==> config.mk <==
export PLATFORM = sky130hd
export DESIGN_NAME = mpu_sample_ctrl
export DESIGN_NICKNAME = d
export VERILOG_FILES = /design/src/rtl/mpu_pkg.sv /design/src/rtl/mpu_gyro_bias.sv /design/src/rtl/mpu_sample_ctrl.sv
export SDC_FILE = /design/constraint.sdc
export NUM_CORES = 1
export LEC_CHECK = 0
export CAP_MARGIN = 10
export CORE_MARGIN = 10
export CORE_UTILIZATION = 54
export CTS_BUF_LIST = sky130_fd_sc_hd__clkbuf_2 sky130_fd_sc_hd__clkbuf_4 sky130_fd_sc_hd__clkbuf_8
export DETAILED_ROUTE_END_ITERATION = 6
export GPL_TIMING_DRIVEN = 0
export HOLD_SLACK_MARGIN = 0.02
export PLACE_DENSITY = 0.85
export SLEW_MARGIN = 25
export SYNTH_ARGS = -nofsm -noshare
export SYNTH_HDL_FRONTEND = slang
export SYNTH_SLANG_ARGS = --single-unit
==> constraint.sdc <==
create_clock -name clk -period 3.3 [get_ports clk]
set_input_delay 0.33 -clock clk [delete_from_list [all_inputs] [get_ports clk]]
set_output_delay 0.33 -clock clk [all_outputs]
set_load 0.01 [all_outputs]
==> src/rtl/mpu_pkg.sv <==
// Shared definitions for the MPU sample sequencer: FSM encoding, frame geometry
// and word slot indices.
package mpu_pkg;

  typedef enum logic [2:0] {
    S_RESET_WAIT,
    S_INIT,
    S_WAIT_TICK,
    S_READ,
    S_PUBLISH
  } state_t;

  localparam int unsigned WORD_W          = 16;
  localparam int unsigned BYTES_PER_FRAME = 14;
  localparam int unsigned NUM_WORDS       = BYTES_PER_FRAME / 2;
  localparam int unsigned RESET_WAIT_CYC  = 16;

  localparam int unsigned IDX_AX = 0;
  localparam int unsigned IDX_AY = 1;
  localparam int unsigned IDX_AZ = 2;
  localparam int unsigned IDX_T  = 3;
  localparam int unsigned IDX_GX = 4;
  localparam int unsigned IDX_GY = 5;
  localparam int unsigned IDX_GZ = 6;

endpackage

==> src/rtl/mpu_gyro_bias.sv <==
// One gyro axis: accumulates calibration frames, derives bias = sum >>> CAL_LOG2
// and presents the saturated bias-corrected sample. Used under MPU_GYRO_CAL_EN.
module mpu_gyro_bias
  import mpu_pkg::*;
#(
  parameter int unsigned CAL_LOG2 = 6
) (
  input  logic              clk,
  input  logic              rst_n,
  input  logic              acc,
  input  logic [WORD_W-1:0] raw,
  output logic [WORD_W-1:0] corr
);

  logic [WORD_W+CAL_LOG2-1:0] sum;
  logic [WORD_W-1:0]          bias;
  logic [WORD_W:0]            diff;

  always_ff @(posedge clk) begin
    if (!rst_n) begin
      sum <= '0;
    end else if (acc) begin
      sum <= sum + {{CAL_LOG2{raw[WORD_W-1]}}, raw};
    end
  end

  // Arithmetic shift of a sign-extended sum: the low WORD_W bits above the
  // discarded fraction are exactly the bias.
  assign bias = sum[CAL_LOG2 +: WORD_W];
  assign diff = {raw[WORD_W-1], raw} - {bias[WORD_W-1], bias};

  always_comb begin
    corr = diff[WORD_W-1:0];
    if (diff[WORD_W] != diff[WORD_W-1]) begin
      corr = diff[WORD_W] ? {1'b1, {(WORD_W-1){1'b0}}} : {1'b0, {(WORD_W-1){1'b1}}};
    end
  end

endmodule

==> src/rtl/mpu_sample_ctrl.sv <==
// Init/sample sequencer and 14-byte frame assembler above the MPU I2C block.
// Optional gyro bias calibration is enabled with the MPU_GYRO_CAL_EN macro.
module mpu_sample_ctrl
  import mpu_pkg::*;
#(
  parameter int unsigned CLK_HZ      = 50_000_000,
  parameter int unsigned SAMPLE_HZ   = 200,
  parameter int unsigned TIMEOUT_CYC = 1_000_000,
  parameter int unsigned CAL_LOG2    = 6
) (
  input  logic        clk,
  input  logic        rst_n,
  output logic        init_start,
  input  logic        init_done,
  output logic        read_start,
  input  logic        byte_valid,
  input  logic [7:0]  byte_data,
  output logic [15:0] accel_x,
  output logic [15:0] accel_y,
  output logic [15:0] accel_z,
  output logic [15:0] temp_raw,
  output logic [15:0] gyro_x,
  output logic [15:0] gyro_y,
  output logic [15:0] gyro_z,
  output logic        sample_valid,
  output logic [15:0] frame_cnt,
  output logic [7:0]  timeout_cnt,
  output logic        overrun,
  output logic        cal_done
);

  localparam int unsigned PERIOD = CLK_HZ / SAMPLE_HZ;
  localparam int unsigned TW     = $clog2(TIMEOUT_CYC + 1);
  localparam int unsigned PW     = $clog2(PERIOD + 1);

  state_t            state, nstate;
  logic [3:0]        rw_cnt;
  logic [TW-1:0]     tcnt;
  logic [PW-1:0]     tick_cnt;
  logic              tick_run, tick, to_hit, to_event, tcnt_clr;
  logic              bv_q;
  logic [7:0]        bd_q;
  logic [3:0]        idx;
  logic [WORD_W-1:0] shadow [NUM_WORDS];
  logic [WORD_W-1:0] gx_pub, gy_pub, gz_pub;
  logic              publish_en;

  assign tick   = tick_run && (tick_cnt == PW'(PERIOD - 1));
  assign to_hit = (tcnt == TW'(TIMEOUT_CYC - 1));

  always_ff @(posedge clk) begin
    if (!rst_n) state <= S_RESET_WAIT;
    else        state <= nstate;
  end

  always_comb begin
    nstate     = state;
    init_start = 1'b0;
    read_start = 1'b0;
    unique case (state)
      S_RESET_WAIT: if (rw_cnt == 4'(RESET_WAIT_CYC - 1)) nstate = S_INIT;
      S_INIT: begin
        init_start = (tcnt == '0);
        if (init_done) nstate = S_WAIT_TICK;
      end
      S_WAIT_TICK: if (tick) begin
        read_start = 1'b1;
        nstate     = S_READ;
      end
      S_READ: begin
        if (bv_q && idx == 4'(BYTES_PER_FRAME - 1)) nstate = S_PUBLISH;
        else if (!bv_q && to_hit)                   nstate = S_WAIT_TICK;
      end
      S_PUBLISH: nstate = S_WAIT_TICK;
      default:   nstate = S_RESET_WAIT;
    endcase
  end

  // A timed-out INIT clears tcnt and stays, so init_start re-fires next cycle.
  assign to_event = to_hit && ((state == S_INIT && !init_done) || (state == S_READ && !bv_q));
  assign tcnt_clr = !(state == S_INIT || state == S_READ) || to_hit ||
                    (state == S_INIT && init_done) || (state == S_READ && bv_q);

`ifdef MPU_GYRO_CAL_EN
  logic                cal_acc, cal_ok;
  logic [CAL_LOG2-1:0] cal_cnt;

  assign cal_acc    = (state == S_PUBLISH) && !cal_ok;
  assign publish_en = (state == S_PUBLISH) && cal_ok;
  assign cal_done   = cal_ok;

  always_ff @(posedge clk) begin
    if (!rst_n) begin
      cal_cnt <= '0;
      cal_ok  <= 1'b0;
    end else if (cal_acc) begin
      cal_cnt <= cal_cnt + 1'b1;
      if (&cal_cnt) cal_ok <= 1'b1;
    end
  end

  mpu_gyro_bias #(.CAL_LOG2(CAL_LOG2)) u_bias_x (
    .clk(clk), .rst_n(rst_n), .acc(cal_acc), .raw(shadow[IDX_GX]), .corr(gx_pub));
  mpu_gyro_bias #(.CAL_LOG2(CAL_LOG2)) u_bias_y (
    .clk(clk), .rst_n(rst_n), .acc(cal_acc), .raw(shadow[IDX_GY]), .corr(gy_pub));
  mpu_gyro_bias #(.CAL_LOG2(CAL_LOG2)) u_bias_z (
    .clk(clk), .rst_n(rst_n), .acc(cal_acc), .raw(shadow[IDX_GZ]), .corr(gz_pub));
`else
  assign publish_en = (state == S_PUBLISH);
  assign gx_pub     = shadow[IDX_GX];
  assign gy_pub     = shadow[IDX_GY];
  assign gz_pub     = shadow[IDX_GZ];
  // No calibration path: bias is always considered valid.
  assign cal_done   = (CAL_LOG2 < 32);
`endif

  always_ff @(posedge clk) begin
    if (!rst_n) begin
      rw_cnt       <= '0;
      tcnt         <= '0;
      tick_cnt     <= '0;
      tick_run     <= 1'b0;
      bv_q         <= 1'b0;
      bd_q         <= '0;
      idx          <= '0;
      for (int unsigned i = 0; i < NUM_WORDS; i++) shadow[i] <= '0;
      accel_x      <= '0;
      accel_y      <= '0;
      accel_z      <= '0;
      temp_raw     <= '0;
      gyro_x       <= '0;
      gyro_y       <= '0;
      gyro_z       <= '0;
      sample_valid <= 1'b0;
      frame_cnt    <= '0;
      timeout_cnt  <= '0;
      overrun      <= 1'b0;
    end else begin
      if (state == S_RESET_WAIT) rw_cnt <= rw_cnt + 1'b1;
      tcnt <= tcnt_clr ? '0 : tcnt + 1'b1;
      if (to_event && timeout_cnt != 8'hFF) timeout_cnt <= timeout_cnt + 1'b1;

      if (state == S_INIT && init_done) begin
        tick_run <= 1'b1;
        tick_cnt <= '0;
      end else if (tick_run) begin
        tick_cnt <= tick ? '0 : tick_cnt + 1'b1;
      end
      if (tick && state != S_WAIT_TICK) overrun <= 1'b1;

      // Bytes are registered once before assembly; anything outside READ is dropped here.
      bv_q <= byte_valid && (state == S_READ);
      bd_q <= byte_data;
      if (state == S_WAIT_TICK) idx <= '0;
      else if (state == S_READ && bv_q) begin
        idx <= idx + 1'b1;
        if (idx[0]) shadow[idx[3:1]][7:0]  <= bd_q;
        else        shadow[idx[3:1]][15:8] <= bd_q;
      end

      sample_valid <= publish_en;
      if (publish_en) begin
        accel_x   <= shadow[IDX_AX];
        accel_y   <= shadow[IDX_AY];
        accel_z   <= shadow[IDX_AZ];
        temp_raw  <= shadow[IDX_T];
        gyro_x    <= gx_pub;
        gyro_y    <= gy_pub;
        gyro_z    <= gz_pub;
        frame_cnt <= frame_cnt + 1'b1;
      end
    end
  end

endmodule

==> reports/summary.txt <==
Status: complete, no violations
Io pins: 153
Core Area: 0.0218 mm2
Row count: 54
Gr usage total: 19.4%
CTS sink cnt: 309
Htree depth: 2
Slew HR: 42.1%
Initial Util: 54.9%
Max incr delay on CP: 0.57 ns
Via count: 9160
Fin. max-slew vios: 0
Critical path data arrival time: 2.79 ns
Ys flop type: dfxtp_1
Critical Path End Type: output port
Syn_area_per_cell: 9.86 um2
Total wire length: 28.6 mm
Kind of critical path: flip-flop to output port
Sw Pwr: 0.00156 W
Int Power: 0.00565 W
Die Span Y: 169 um
CP Launch Type: flip-flop
Crit Path Max Fanout: 7
Placed cells: 1646
Yosys reg bits: 309
Dpl hpwl: 20.1 mm
Max-cap viol count: 0
Routed wire per std cell: 16.5 um
Synth Area in Adders: 0.835%
Largest cells by area after synthesis: dfxtp_1, edfxtp_1, nand2_1, a21boi_0, nor2_1
Register area share after synthesis: 59.6%
Cell with the most instances after synthesis: nand2_1
Multiplexer area fraction after synthesis: 1.92%
Clk_lat worst skew: 0.58 ns
DRC: 0
Synth warn: 0
Vias per inst: 5.28
Synth Area in XOR/XNOR: 3.87%
Hold Path Cell Cnt: 2
Initial antenna violation count: 1
# setup viols final: 0
Pwr per Cell Area: 488 mW/mm2
Mapped Area: 0.0120 mm2
Cells after synthesis: 1216
Cells along the critical path: or4bb_1, nor4_4, nand3_2, nor2_2, clkdlybuf4s50_1
Total gr overflow: 0
Part of the power in registers: 55.4%
RSZ-0062 raised after global routing: false
Fraction of power consumed by combinational cells: 1.8%
CTS tree: done
Post-route insts no fill: 1735
Layout cells sized above 1: 6.19%
Largest family of logic cells by synthesized area: simple AND/OR/NAND/NOR gates
First-pass GRT wire length: 45.5 mm
Synth Area in Simple Gates: 22.5%
Cell count of the worst reg-to-reg path: 5
Hold slack: 0.341 ns
EDFF count, synth: 96
CTS root buffer: clkbuf_8
Die X: 169 um
Total CTS buffers: 47
Clk_skew: 0.0267 ns
Layout area overhead: 23.4%
Final hold vios: 0
Post-synthesis cell type count: 45
Hold crit path type: input pin to flip-flop
Final GP Congestion: 0.879
Largest net degree at the start of global routing: 14
Synth Area in Compound Gates: 8.46%
CTS Hold Bufs: 0
Setup bufs post-CTS: 0
Maximum clock rate: 320 MHz
Switching Fraction: 21.7%
Peak VDD IR: 0.000341 V
Post-synth top cells: nand2_1, dfxtp_1, nor2_1
Nets: 1435
Synth area leader: dfxtp_1
Antenna-violating nets left: 0
Post-route setup TNS: 0 ns
Final period util: 94.7%
Port buffer count: 150
Lkg Pwr: 4.95 nW
Critical path data required time: 2.97 ns
Post-synth top area share: 35.6%
CTS Buffer Depth: 3
Vias in the first global route: 9040
DRT iter0 DRCs: 702
Die ar.: 0.0286 mm2
Fin crit period: 3.12 ns
First-pass detailed-route iteration total: 5
Asr flop ratio synth: 0%
Syn nets: 1236
Clock share of power: 42.8%
Clock transition at path regs: 0.06 ns
Slowest-stage cell, CP: clkdlybuf4s50_1
Worst-Margin Slew: 0.862 ns
## state kept, by name (all words and copies together) (netlist names), 16 cells and up
name / count
gyro_x: 16
gyro_y: 16
tcnt: 20
tick_cnt: 18
gyro_z: 16
shadow: 112
frame_cnt: 16
accel_z: 16
temp_raw: 16
accel_y: 16
accel_x: 16
## kinds of logic (layout without fill, tap and decap cells)
family | after synthesis | in the layout
and+or+nand+nor | 596 | 596
DFF | 309 | 309
AOI/OAI and AO/OA | 139 | 139
buffers and inverters | 87 | 325
xor gates and xnor gates | 53 | 53
muxes | 23 | 23
adders and majority gates | 8 | 8
other | 1 | 2
## cell usage in the layout, fill, tap and decap left out, types with 23 or more instances in the layout
cell type,count
xor2_1,29
mux2i_1,23
nand2_1,292
clkbuf_8,49
edfxtp_1,96
nor2_1,137
and2_1,26
xnor2_1,24
clkbuf_1,63
clkdlybuf4s50_1,150
a21boi_0,116
dfxtp_1,212
## layer usage
layer | global-route usage [%] | up-vias | wire length [um]
met4 | 8.63 | 0 | 1050
met2 | 33.3 | 345 | 13800
met5 | 0 | - | 0
met1 | 22.4 | 4262 | 11300
li1 | - | 4470 | -
met3 | 4.79 | 83 | 2410
## repair_timing
item / in CTS / in global routing
hold endpoints to repair: 0 / 0
pin swaps: 0 / 0
gates resized for setup: 3 / 2
endpoints found under the setup margin: 1 / 1
## stage by stage
step | util [%] | setup WS, ns | instance area (um2) | power [W]
2_1_floorplan | - | 1.17 | 12000 | 0.00415
3_3_place_gp | 63.4 | 0.514 | 13800 | 0.00420
3_5_place_dp | 63.4 | 0.483 | 13800 | 0.00420
4_1_cts | 67.7 | 0.0461 | 14800 | 0.00725
5_1_grt | 67.8 | 0.0773 | 14800 | 0.00742
6_report | 67.8 | 0.176 | 14800 | 0.00722
## cell type report
type	instances	area, um2
fill	1580	7030
timing repair buffer	150	1500
clock inverter	25	149
tap	280	350
antenna	1	2.50
multi-input combinational	820	4530
clock buffer	63	779
sequential	309	7150
buffer	71	275
inverter	16	60.1
## power groups by stage
stage | logic (W) | clock network [W] | registers [W]
final | 0.000126 | 0.00309 | 0.00400
after global placement | 0.000123 | 0 | 0.00408
after detailed placement | 0.000125 | 0 | 0.00408
after floorplan | 0.0000803 | 0 | 0.00407
after global routing | 0.000138 | 0.00329 | 0.00400
after CTS | 0.000126 | 0.00312 | 0.00400
## worst paths after layout
check                from             to  slack, ns
max           tick_cnt[3]     read_start       0.18
min          byte_data[0]        bd_q[0]       0.34
max reg2reg      state[0]  shadow[1][15]       0.58
min reg2reg   accel_y[10]    accel_y[10]       0.46
## worst max-delay path: cells and delay by family, from the launching register on
kind | cells | cell delay (ns)
flops | 1 | 0.40
simple gates | 4 | 1.26
buf+inv | 1 | 0.57
(Power assumes the default switching activity.)
